### config.mk
export PLATFORM = sky130hd
export DESIGN_NAME = psram_port_arbiter_flat
export DESIGN_NICKNAME = d
export VERILOG_FILES = /design/src/rtl/psram_port_arbiter_if.sv /design/src/rtl/psram_port_arbiter.sv /design/src/flat_wrapper.sv
export SDC_FILE = /design/constraint.sdc
export NUM_CORES = 1
export LEC_CHECK = 0
export ABC_CLOCK_PERIOD_IN_PS = 1900
export CELL_PAD_IN_SITES_DETAIL_PLACEMENT = 0
export CELL_PAD_IN_SITES_GLOBAL_PLACEMENT = 1
export CORE_MARGIN = 2
export CORE_UTILIZATION = 39
export CTS_BUF_LIST = sky130_fd_sc_hd__clkbuf_4
export DETAILED_ROUTE_END_ITERATION = 10
export PLACE_DENSITY_LB_ADDON = 0.25
export SYNTH_ARGS = -nofsm -noshare
export SYNTH_HDL_FRONTEND = slang
export SYNTH_SLANG_ARGS = --single-unit
### constraint.sdc
create_clock -name clk -period 1.9 [get_ports clk]
set_clock_uncertainty 0.1 [all_clocks]
set_input_delay 0.38 -clock clk [delete_from_list [all_inputs] [get_ports clk]]
set_output_delay 0.38 -clock clk [all_outputs]
set_load 0.005 [all_outputs]
### src/rtl/psram_port_arbiter_if.sv
// Handshake and pin-status bundle between the PSRAM port arbiter and its two clients.
// Each 2-bit field carries one bit per PSRAM port (bit 0 = ram0, bit 1 = ram1); state packs two 2-bit port states.
interface psram_port_arbiter_if;
    logic [1:0] cpu_req;
    logic [1:0] cpu_gnt;
    logic [1:0] uspi_req;
    logic [1:0] uspi_cs;
    logic [1:0] cpu_cs;
    logic [1:0] sel;
    logic [1:0] preempt;
    logic [3:0] state;

    modport master (
        output cpu_req, uspi_req, uspi_cs, cpu_cs,
        input  cpu_gnt, sel, preempt, state
    );

    modport slave (
        input  cpu_req, uspi_req, uspi_cs, cpu_cs,
        output cpu_gnt, sel, preempt, state
    );
endinterface

### src/rtl/psram_port_arbiter.sv
// Per-port PSRAM ownership arbiter (USPI vs CPU); handover only after the owner's CS has idled IDLE_CYCLES+1 cycles.
// Latency: cpu_req rise to cpu_gnt is 1+IDLE_CYCLES+1 cycles when USPI is idle; all outputs registered.
// Backpressure: requests are levels held until granted; PSRAM_ARB_PREEMPT_EN adds a CPU hold timeout with a preempt pulse.
module psram_port_arbiter #(
    parameter int IDLE_CYCLES  = 4,
    parameter int CPU_MAX_HOLD = 1024
) (
    input  logic                 clk,
    input  logic                 resetn,
    psram_port_arbiter_if.slave  bus
);

    typedef enum logic [1:0] {
        ST_USPI    = 2'b00,
        ST_TO_CPU  = 2'b01,
        ST_CPU     = 2'b10,
        ST_TO_USPI = 2'b11
    } arb_state_t;

    if (IDLE_CYCLES < 1 || IDLE_CYCLES > 15) begin : g_bad_idle
        $error("psram_port_arbiter: IDLE_CYCLES must be 1..15");
    end
    if (CPU_MAX_HOLD < 2 || CPU_MAX_HOLD > 65535) begin : g_bad_hold
        $error("psram_port_arbiter: CPU_MAX_HOLD must be 2..65535");
    end

    localparam logic [3:0] IDLE_LIM = 4'(IDLE_CYCLES);
`ifdef PSRAM_ARB_PREEMPT_EN
    // Compared before the increment so the pulse lands exactly CPU_MAX_HOLD requesting cycles in.
    localparam logic [15:0] HOLD_LIM = 16'(CPU_MAX_HOLD - 1);
`endif

    logic [1:0] sel_v;
    logic [1:0] gnt_v;
    logic [1:0] pre_v;
    logic [3:0] state_v;

    for (genvar p = 0; p < 2; p++) begin : g_port
        arb_state_t st;
        logic [3:0] idle_cnt;
        logic       sel_r;
        logic       gnt_r;
        logic       uspi_idle;
`ifdef PSRAM_ARB_PREEMPT_EN
        logic [15:0] hold_cnt;
        logic        pre_r;
`endif

        assign uspi_idle = bus.uspi_cs[p] & ~bus.uspi_req[p];

        always_ff @(posedge clk or negedge resetn) begin
            if (!resetn) begin
                st       <= ST_USPI;
                idle_cnt <= '0;
                sel_r    <= 1'b0;
                gnt_r    <= 1'b0;
`ifdef PSRAM_ARB_PREEMPT_EN
                hold_cnt <= '0;
                pre_r    <= 1'b0;
`endif
            end else begin
`ifdef PSRAM_ARB_PREEMPT_EN
                pre_r    <= 1'b0;
                hold_cnt <= '0;
`endif
                case (st)
                    ST_USPI: begin
                        idle_cnt <= '0;
                        if (bus.cpu_req[p]) begin
                            st <= ST_TO_CPU;
                        end
                    end

                    ST_TO_CPU: begin
                        if (!bus.cpu_req[p]) begin
                            st       <= ST_USPI;
                            idle_cnt <= '0;
                        end else if (!uspi_idle) begin
                            idle_cnt <= '0;
                        end else if (idle_cnt == IDLE_LIM) begin
                            // USPI must still be idle on the handover cycle itself.
                            st       <= ST_CPU;
                            idle_cnt <= '0;
                            sel_r    <= 1'b1;
                            gnt_r    <= 1'b1;
                        end else begin
                            idle_cnt <= idle_cnt + 4'd1;
                        end
                    end

                    ST_CPU: begin
                        idle_cnt <= '0;
                        if (!bus.cpu_req[p]) begin
                            st    <= ST_TO_USPI;
                            gnt_r <= 1'b0;
                        end
`ifdef PSRAM_ARB_PREEMPT_EN
                        else if (bus.uspi_req[p]) begin
                            if (hold_cnt == HOLD_LIM) begin
                                st    <= ST_TO_USPI;
                                gnt_r <= 1'b0;
                                pre_r <= 1'b1;
                            end else begin
                                hold_cnt <= hold_cnt + 16'd1;
                            end
                        end
`endif
                    end

                    ST_TO_USPI: begin
                        // CPU pins stay selected until the ungranted CPU has released CS.
                        if (!bus.cpu_cs[p]) begin
                            idle_cnt <= '0;
                        end else if (idle_cnt == IDLE_LIM) begin
                            st       <= ST_USPI;
                            idle_cnt <= '0;
                            sel_r    <= 1'b0;
                        end else begin
                            idle_cnt <= idle_cnt + 4'd1;
                        end
                    end

                    default: begin
                        st       <= ST_USPI;
                        idle_cnt <= '0;
                        sel_r    <= 1'b0;
                        gnt_r    <= 1'b0;
                    end
                endcase
            end
        end

        assign sel_v[p]           = sel_r;
        assign gnt_v[p]           = gnt_r;
        assign state_v[2*p +: 2]  = st;
`ifdef PSRAM_ARB_PREEMPT_EN
        assign pre_v[p]           = pre_r;
`endif
    end

`ifndef PSRAM_ARB_PREEMPT_EN
    assign pre_v = 2'b00;
`endif

    assign bus.sel     = sel_v;
    assign bus.cpu_gnt = gnt_v;
    assign bus.preempt = pre_v;
    assign bus.state   = state_v;

endmodule

### src/flat_wrapper.sv
// flat-port wrapper written by rule: the top's interface ports become plain ports
module psram_port_arbiter_flat 
#(
    parameter int IDLE_CYCLES  = 4,
    parameter int CPU_MAX_HOLD = 1024
)
  (clk, resetn, bus_cpu_req, bus_uspi_req, bus_uspi_cs, bus_cpu_cs, bus_cpu_gnt, bus_sel, bus_preempt, bus_state);
  psram_port_arbiter_if bus_i ();
  input  logic clk;
  input  logic resetn;
  input wire logic [$bits(bus_i.cpu_req)-1:0] bus_cpu_req;
  input wire logic [$bits(bus_i.uspi_req)-1:0] bus_uspi_req;
  input wire logic [$bits(bus_i.uspi_cs)-1:0] bus_uspi_cs;
  input wire logic [$bits(bus_i.cpu_cs)-1:0] bus_cpu_cs;
  output wire logic [$bits(bus_i.cpu_gnt)-1:0] bus_cpu_gnt;
  output wire logic [$bits(bus_i.sel)-1:0] bus_sel;
  output wire logic [$bits(bus_i.preempt)-1:0] bus_preempt;
  output wire logic [$bits(bus_i.state)-1:0] bus_state;
  assign bus_i.cpu_req = bus_cpu_req;
  assign bus_i.uspi_req = bus_uspi_req;
  assign bus_i.uspi_cs = bus_uspi_cs;
  assign bus_i.cpu_cs = bus_cpu_cs;
  assign bus_cpu_gnt = bus_i.cpu_gnt;
  assign bus_sel = bus_i.sel;
  assign bus_preempt = bus_i.preempt;
  assign bus_state = bus_i.state;
  psram_port_arbiter #(.IDLE_CYCLES(IDLE_CYCLES), .CPU_MAX_HOLD(CPU_MAX_HOLD)) u_core (.clk(clk), .resetn(resetn), .bus(bus_i));
endmodule
[Word-level counts from Yosys, hierarchy flattened]
Index checks and enable logic that the tools add are counted.
Cells by class
  add/subtract/negate cells: 2
  reduce and logical (&&, ||, !) cells: 14
  eq/ne operators: 26
  muxes and demuxes: 42
  bitwise gates (word level): 4
Operators by type and width (number)
  4-bit two-way mux: 8
  2-bit two-way mux: 14
  4-bit case mux with 3 select lines: 2
  6-bit AND reduction: 4
  2-bit inequality test, second input constant: 8
  2-bit case mux with 4 select lines: 2
  1-bit two-way mux: 12
  2-bit by 1-bit inequality test with 1-bit output, second input constant: 6
  3-bit by 2-bit inequality test with 1-bit output, second input constant: 4
  5-bit AND reduction: 2
  4-bit by 1-bit adder with 4-bit output, second input constant: 2
  2-bit == test, second input constant: 4
  4-bit by 3-bit == test with 1-bit output, second input constant: 2
  1-bit case mux with 2 select lines: 4
  2-bit nonzero test: 4
  2-bit by 1-bit == test with 1-bit output, second input constant: 2
  2-bit zero test: 2
  2-bit OR reduction: 2
  1-bit AND: 2
  1-bit NOT: 2
Word-level totals
  output and inout port bits: 10
  logic and storage cells: 96
  input bits: 10
  register bits after elaboration: 16

[Depth between registers and ports, before layout]
Gate-level depths: netlist of the first run.
  word-level depth: 5
  mapped depth: 6
  depth with buffers taken out: 5

[Worst setup path after synthesis of the first run]
No wires, ideal clock.
  kind: register -> register
  start point: reg u_core.g_port[0].idle_cnt[0]
  end point: reg u_core.g_port[0].sel_r
  arrival: 1198 ps
  setup time: 104 ps
  stages on the path, launching flop included: 7
  slack: 498 ps
  path buffers: 1
  clock period less this slack: 1402 ps
  required time: 1696 ps
  path through: dfrtp_1 inv_1 ha_1 and4b_1 buf_6 a31oi_1 a221oi_1
Between the ends
  cells in the longest elaborated chain, start to end: 3
  elaborated cells between the ends (all ways): 4
  those cells by class: eq/ne: 3; reduce/logical: 1
RTL lines
  from (decl): line psram_port_arbiter.sv:40  | logic [3:0] idle_cnt;
  from (signal assigned): line psram_port_arbiter.sv:87  | idle_cnt <= idle_cnt + 4'd1;
  from (signal assigned): line psram_port_arbiter.sv:119  | idle_cnt <= idle_cnt + 4'd1;
  4-bit by 3-bit == test with 1-bit output *: line psram_port_arbiter.sv:80, psram_port_arbiter.sv:114
  2-bit by 1-bit inequality test with 1-bit output (no source line)
  6-bit AND reduction (no source line) *
  to (signal assigned): line psram_port_arbiter.sv:84  | sel_r <= 1'b1;
  to (signal assigned): line psram_port_arbiter.sv:117  | sel_r <= 1'b0;
  to (signal assigned): line psram_port_arbiter.sv:126  | sel_r <= 1'b0;
  to (decl): line psram_port_arbiter.sv:41  | logic sel_r;
Every way passes the cells marked *; elsewhere a longest branch is shown, timed or not.
A chain may end at the register's enable or synchronous reset.

==> impl_metrics.tcl, run 1 <==
set metrics [dict create \
    status "finished clean" \
    cts_buffer_depth 2 \
    stdcell_area_mm2 0.001089 \
    synth_fa_ha_area_share_pct 5.525 \
    ctsHoldBuffers 0 \
    synth_compound_area_share_pct 15.47 \
    cts.sink_count 16 \
    fmax_mhz 563.2 \
    clk_pin_slew_worst_paths_ns 0.09 \
    syn_area_um2 905.9 \
    final_cell_mix "17 x clkdlybuf4s50_1, 16 x dfrtp_1, 12 x inv_1" \
    final_common_cell "clkdlybuf4s50_1" \
    post-place-ws_ns 0.2010 \
    rsz0062_at_grt "false" \
    holdWs_ns 0.3160 \
    timing.rr.end "u_core.g_port[0].sel_r" \
    synth_area_per_cell_um2 9.846 \
    die_w_um 52.20 \
    synthMuxAreaShare_pct 1.105 \
    post_cts_buffers 0 \
    fp.dieH_um 52.20 \
    layout-drive-gt1-share_pct 8.333 \
    reg2regPathDepth 5 \
    synthDistinctLibCells 34 \
    critPathMaxStageDelay_ns 0.55 \
    synth_seq_area_share_pct 44.20 \
    ctsResizeCount 0 \
    synth-main-ff-cell "dfrtp_1" \
    ys_async_sr_fraction_pct 100.0 \
    gr-total-overflow 0 \
    worstPathMaxFanout 8 \
    crit_buf_inv 1 \
    portBuffers 17 \
    yosysWarnings 0 \
    total_leakage_power_nw 0.5099 \
    setup_tns_ns 0 \
    final_util_pct 49.21 \
    synth_top_family_by_area "simple AND/OR/NAND/NOR gates" \
    drc 0 \
    cp-end-kind "output port" \
    core_mm2 0.002212 \
    routabilityCongestion 0.7646 \
    period_share_pct 93.45 \
    grt_usage_pct 13.83 \
    ys_ff_latch 16 \
    tritoncts "yes" \
    dp_hpwl_mm 1.230 \
    antenna_cells 0 \
    critPathTopFamily "buffers and inverters" \
    grt_max_degree 17 \
    finalWorstSetupSlack_ns 0.1244 \
    dr_total_vias 661 \
    totalWireLength_mm 1.547 \
    cts-root-buf "clkbuf_4" \
    power.total_mw 1.078 \
    grt_pass1_vias 673 \
    ir_drop_v 0.0004884 \
    period_needed_ns 1.776 \
    io_pins 20 \
    dieArea_mm2 0.002724 \
    finalNonFillerCells 136 \
    final-hold-violation-count 0 \
    worst-setup-path-type "reg2out" \
    drt_iter0_markers 9 \
    syn_inst 92 \
    syn2layout_area_growth_pct 20.17 \
    reg2reg_from "u_core.g_port[0].idle_cnt[0]" \
    ant_nets 0 \
    slew_viol_final 0 \
    drt-pass1-iter-count 4 \
    wl_per_cell_um 11.38 \
    crit_arrival_ns 1.30 \
    reg2reg_slack_ns 0.33 \
    clock_latency_ns 0.27 \
    crit_chain "clkdlybuf4s50_1" \
    nNetsFinal 123 \
    row_count 17 \
    synthSimpleGateAreaFrac_pct 18.92 \
    cpMaxStageDelayCell "clkdlybuf4s50_1" \
    numCtsBuffers 3 \
    hold_class "in2async" \
    cap_violations 0 \
    dp_cells 132 \
    power-per-cell-area_mw_per_mm2 990.1 \
    place_area_mm2 0.001062 \
    synth-edff-count 0 \
    cp.required_ns 1.42 \
    grt_pass1_wl_mm 2.835 \
    antenna_found_initial 0 \
    htree_levels 1 \
    start_kind "flip-flop" \
    via_per_inst 4.860 \
    final-setup-viol-count 0 \
    start_util_pct 40.95 \
    synth_xor_area_share_pct 1.934 \
]
## worst max-delay path by stage
stage / depth (start not counted) / endpoint
floorplan: 6 / u_core.g_port[0].sel_r
global placement: 4 / u_core.g_port[0].idle_cnt[0]
detailed placement: 4 / u_core.g_port[0].idle_cnt[3]
CTS: 1 / bus_state[3]
global route: 1 / bus_state[3]
finish: 1 / bus_state[3]
## routing by layer
metal,GRT usage (%),wire length [um],vias up
li1,-,-,338
met1,19.34,750,311
met2,20.68,730,10
met3,3.429,52,2
met4,5.128,13,0
met5,0,0,-
## cells in the mapped netlist, drive strengths merged (2+ instances only)
master	instances	area share (%)
buf	8	7.5
nor2	7	2.9
inv	12	5.0
nand3	4	2.2
a221oi	2	2.6
nand4	2	1.4
ha	4	5.5
nor2b	4	2.8
a21oi	5	2.8
nand2	5	2.1
a31oi	2	1.4
nand2b	2	1.4
dfrtp	16	44
## final cells by class
type | instances | area, um2
clock buffers | 3 | 22.52
clock inverters | 1 | 3.754
fillers | 221 | 1124
inverters | 12 | 45.04
multi-input cells | 57 | 396.6
flip-flops and latches | 16 | 400.4
well taps | 28 | 35.03
repair buffers | 19 | 185.2
## logic make-up (layout without fill, tap and decap cells)
family                     Yosys count  in the layout
AOI/OAI and AO/OA                   18             18
xor gates and xnor gates             2              2
adders and majority gates            4              4
buffers and inverters               20             35
DFF                                 16             16
muxes                                1              1
other                                1              2
and+or+nand+nor                     30             30
## where the power goes
group          internal (mW)  leakage (nW)  switching (mW)
logic                  0.210         0.289           0.175
clock network         0.0760        0.0154          0.0998
registers              0.417         0.205          0.0991
total                  0.704         0.510           0.374
Power figures use the tool's default switching activity.
==> run 2: changes to the inputs <==
--- a/config.mk
+++ b/config.mk
@@ -11,6 +11,7 @@
 export CORE_MARGIN = 2
 export CORE_UTILIZATION = 39
 export CTS_BUF_LIST = sky130_fd_sc_hd__clkbuf_4
+export CTS_CLUSTER_SIZE = 12
 export DETAILED_ROUTE_END_ITERATION = 10
 export PLACE_DENSITY_LB_ADDON = 0.25
 export SYNTH_ARGS = -nofsm -noshare
==> constraint.sdc (replaced) <==
create_clock -name clk -period 1.9 [get_ports clk]
set_clock_uncertainty 0.1 [all_clocks]
set_input_delay 0.38 -clock clk [delete_from_list [all_inputs] [get_ports clk]]
set_output_delay 0.38 -clock clk [all_outputs]
set_load 0.1 [all_outputs]
==> impl_metrics.tcl, run 2 (synthesis gave the netlist of run 1 again) <==
set metrics [dict create \
    critPathCapture "u_core.g_port[0].sel_r" \
    fmax_mhz 624.2 \
    wl_per_cell_um 11.88 \
    reg2reg_slack_ns 0.30 \
    cp.required_ns 1.98 \
    grt_pass1_wl_mm 2.863 \
    dp_cells 132 \
    slew_viol_final 0 \
    cts_buffer_depth 2 \
    io_pins 20 \
    numCtsBuffers 3 \
    timing.rr.end "u_core.g_port[0].sel_r" \
    portBuffers 17 \
    htree_levels 1 \
    period_share_pct 84.32 \
    cts-root-buf "clkbuf_4" \
    drc 0 \
    dieArea_mm2 0.002724 \
    start_kind "flip-flop" \
    dr_total_vias 663 \
    totalWireLength_mm 1.616 \
    rsz0062_at_grt "false" \
    period_needed_ns 1.602 \
    row_count 17 \
    routabilityCongestion 0.7848 \
    dp_hpwl_mm 1.268 \
    total_leakage_power_nw 0.5525 \
    ctsHoldBuffers 0 \
    power-per-cell-area_mw_per_mm2 1280 \
    final_cell_mix "16 x dfrtp_1, 12 x inv_1, 9 x clkdlybuf4s50_1" \
    tritoncts "yes" \
    gr-total-overflow 0 \
    drt-pass1-iter-count 4 \
    post_cts_buffers 0 \
    stdcell_area_mm2 0.001169 \
    crit_arrival_ns 1.68 \
    final_util_pct 52.83 \
    cap_violations 0 \
    setup_tns_ns 0 \
    crit_path_start "u_core.g_port[0].idle_cnt[0]" \
    clk_pin_slew_worst_paths_ns 0.10 \
    core_mm2 0.002212 \
    final-setup-viol-count 0 \
    layout-drive-gt1-share_pct 15.74 \
    place_area_mm2 0.001142 \
    hold_class "in2async" \
    cp-end-kind "flip-flop" \
    worstPathMaxFanout 7 \
    cts.sink_count 16 \
    ant_nets 0 \
    status "finished clean" \
    via_per_inst 4.875 \
    antenna_found_initial 0 \
    start_util_pct 40.95 \
    fp.dieH_um 52.20 \
    reg2reg_from "u_core.g_port[0].idle_cnt[0]" \
    grt_max_degree 17 \
    syn2layout_area_growth_pct 29.01 \
    grt_pass1_vias 658 \
    ir_drop_v 0.0008821 \
    finalNonFillerCells 136 \
    holdWs_ns 0.3072 \
    die_w_um 52.20 \
    grt_usage_pct 14.19 \
    nNetsFinal 123 \
    worst-setup-path-type "reg2reg" \
    ctsResizeCount 0 \
    final-hold-violation-count 0 \
    reg2regPathDepth 5 \
    drt_iter0_markers 9 \
    clock_latency_ns 0.28 \
    final_common_cell "dfrtp_1" \
    antenna_cells 0 \
]
==> run 2: cell count changes in the layout (fill, tap and decap cells not counted), sizes merged <==
cell,change
buf,+8
clkdlybuf4s50,-8
==> run 2: stage by stage <==
step           total power [mW]  worst slack [ns]
2_1_floorplan             1.047           0.05296
3_3_place_gp              1.319            0.2221
3_5_place_dp              1.324            0.1411
4_1_cts                   1.513            0.3151
5_1_grt                   1.603            0.1936
6_report                  1.495            0.2979
==> run 2: final cells by class <==
| class | count | area (um2) |
|---|---|---|
| clock buffer | 3 | 22.52 |
| clock inverter | 1 | 3.754 |
| fill | 209 | 1044 |
| inverter | 12 | 45.04 |
| multi-input combinational | 57 | 396.6 |
| sequential | 16 | 400.4 |
| tap | 28 | 35.03 |
| timing repair buffer | 19 | 265.3 |
==> run 2: how the worst min path moves through the flow <==
stage / end / from / slack, ns
final: u_core.g_port[0].idle_cnt[0] / resetn / 0.31
after CTS: u_core.g_port[0].idle_cnt[2] / resetn / 0.31
after global placement: u_core.g_port[0].idle_cnt[0] / u_core.g_port[0].idle_cnt[0] / 0.37
after global routing: u_core.g_port[1].idle_cnt[0] / resetn / 0.32
after floorplan: async pin / resetn / -0.02
after detailed placement: u_core.g_port[1].idle_cnt[0] / u_core.g_port[1].idle_cnt[0] / 0.38
==> run 2: per-layer routing <==
layer / up-vias / global-route usage, % / part of all wire, % / routed length (um)
met5: - / 0 / 0 / 0
met4: 0 / 6.410 / 0.80 / 13
met3: 2 / 3.429 / 4.0 / 65
met2: 12 / 21.73 / 46 / 742
met1: 308 / 18.94 / 49 / 795
li1: 341 / - / - / -
==> run 2: critical path, stage by stage, from the launching register on <==
cell	delay, ns
dfrtp_1	0.42
inv_1	0.07
ha_1	0.20
and4b_1	0.36
a31oi_1	0.13
a221oi_1	0.22
==> run 2: where the power goes <==
| part | switching [mW] | internal [mW] | leakage, nW |
|---|---|---|---|
| clock | 0.104 | 0.0761 | 0.0154 |
| sequential | 0.120 | 0.417 | 0.205 |
| combinational | 0.485 | 0.294 | 0.332 |
| total | 0.708 | 0.787 | 0.553 |
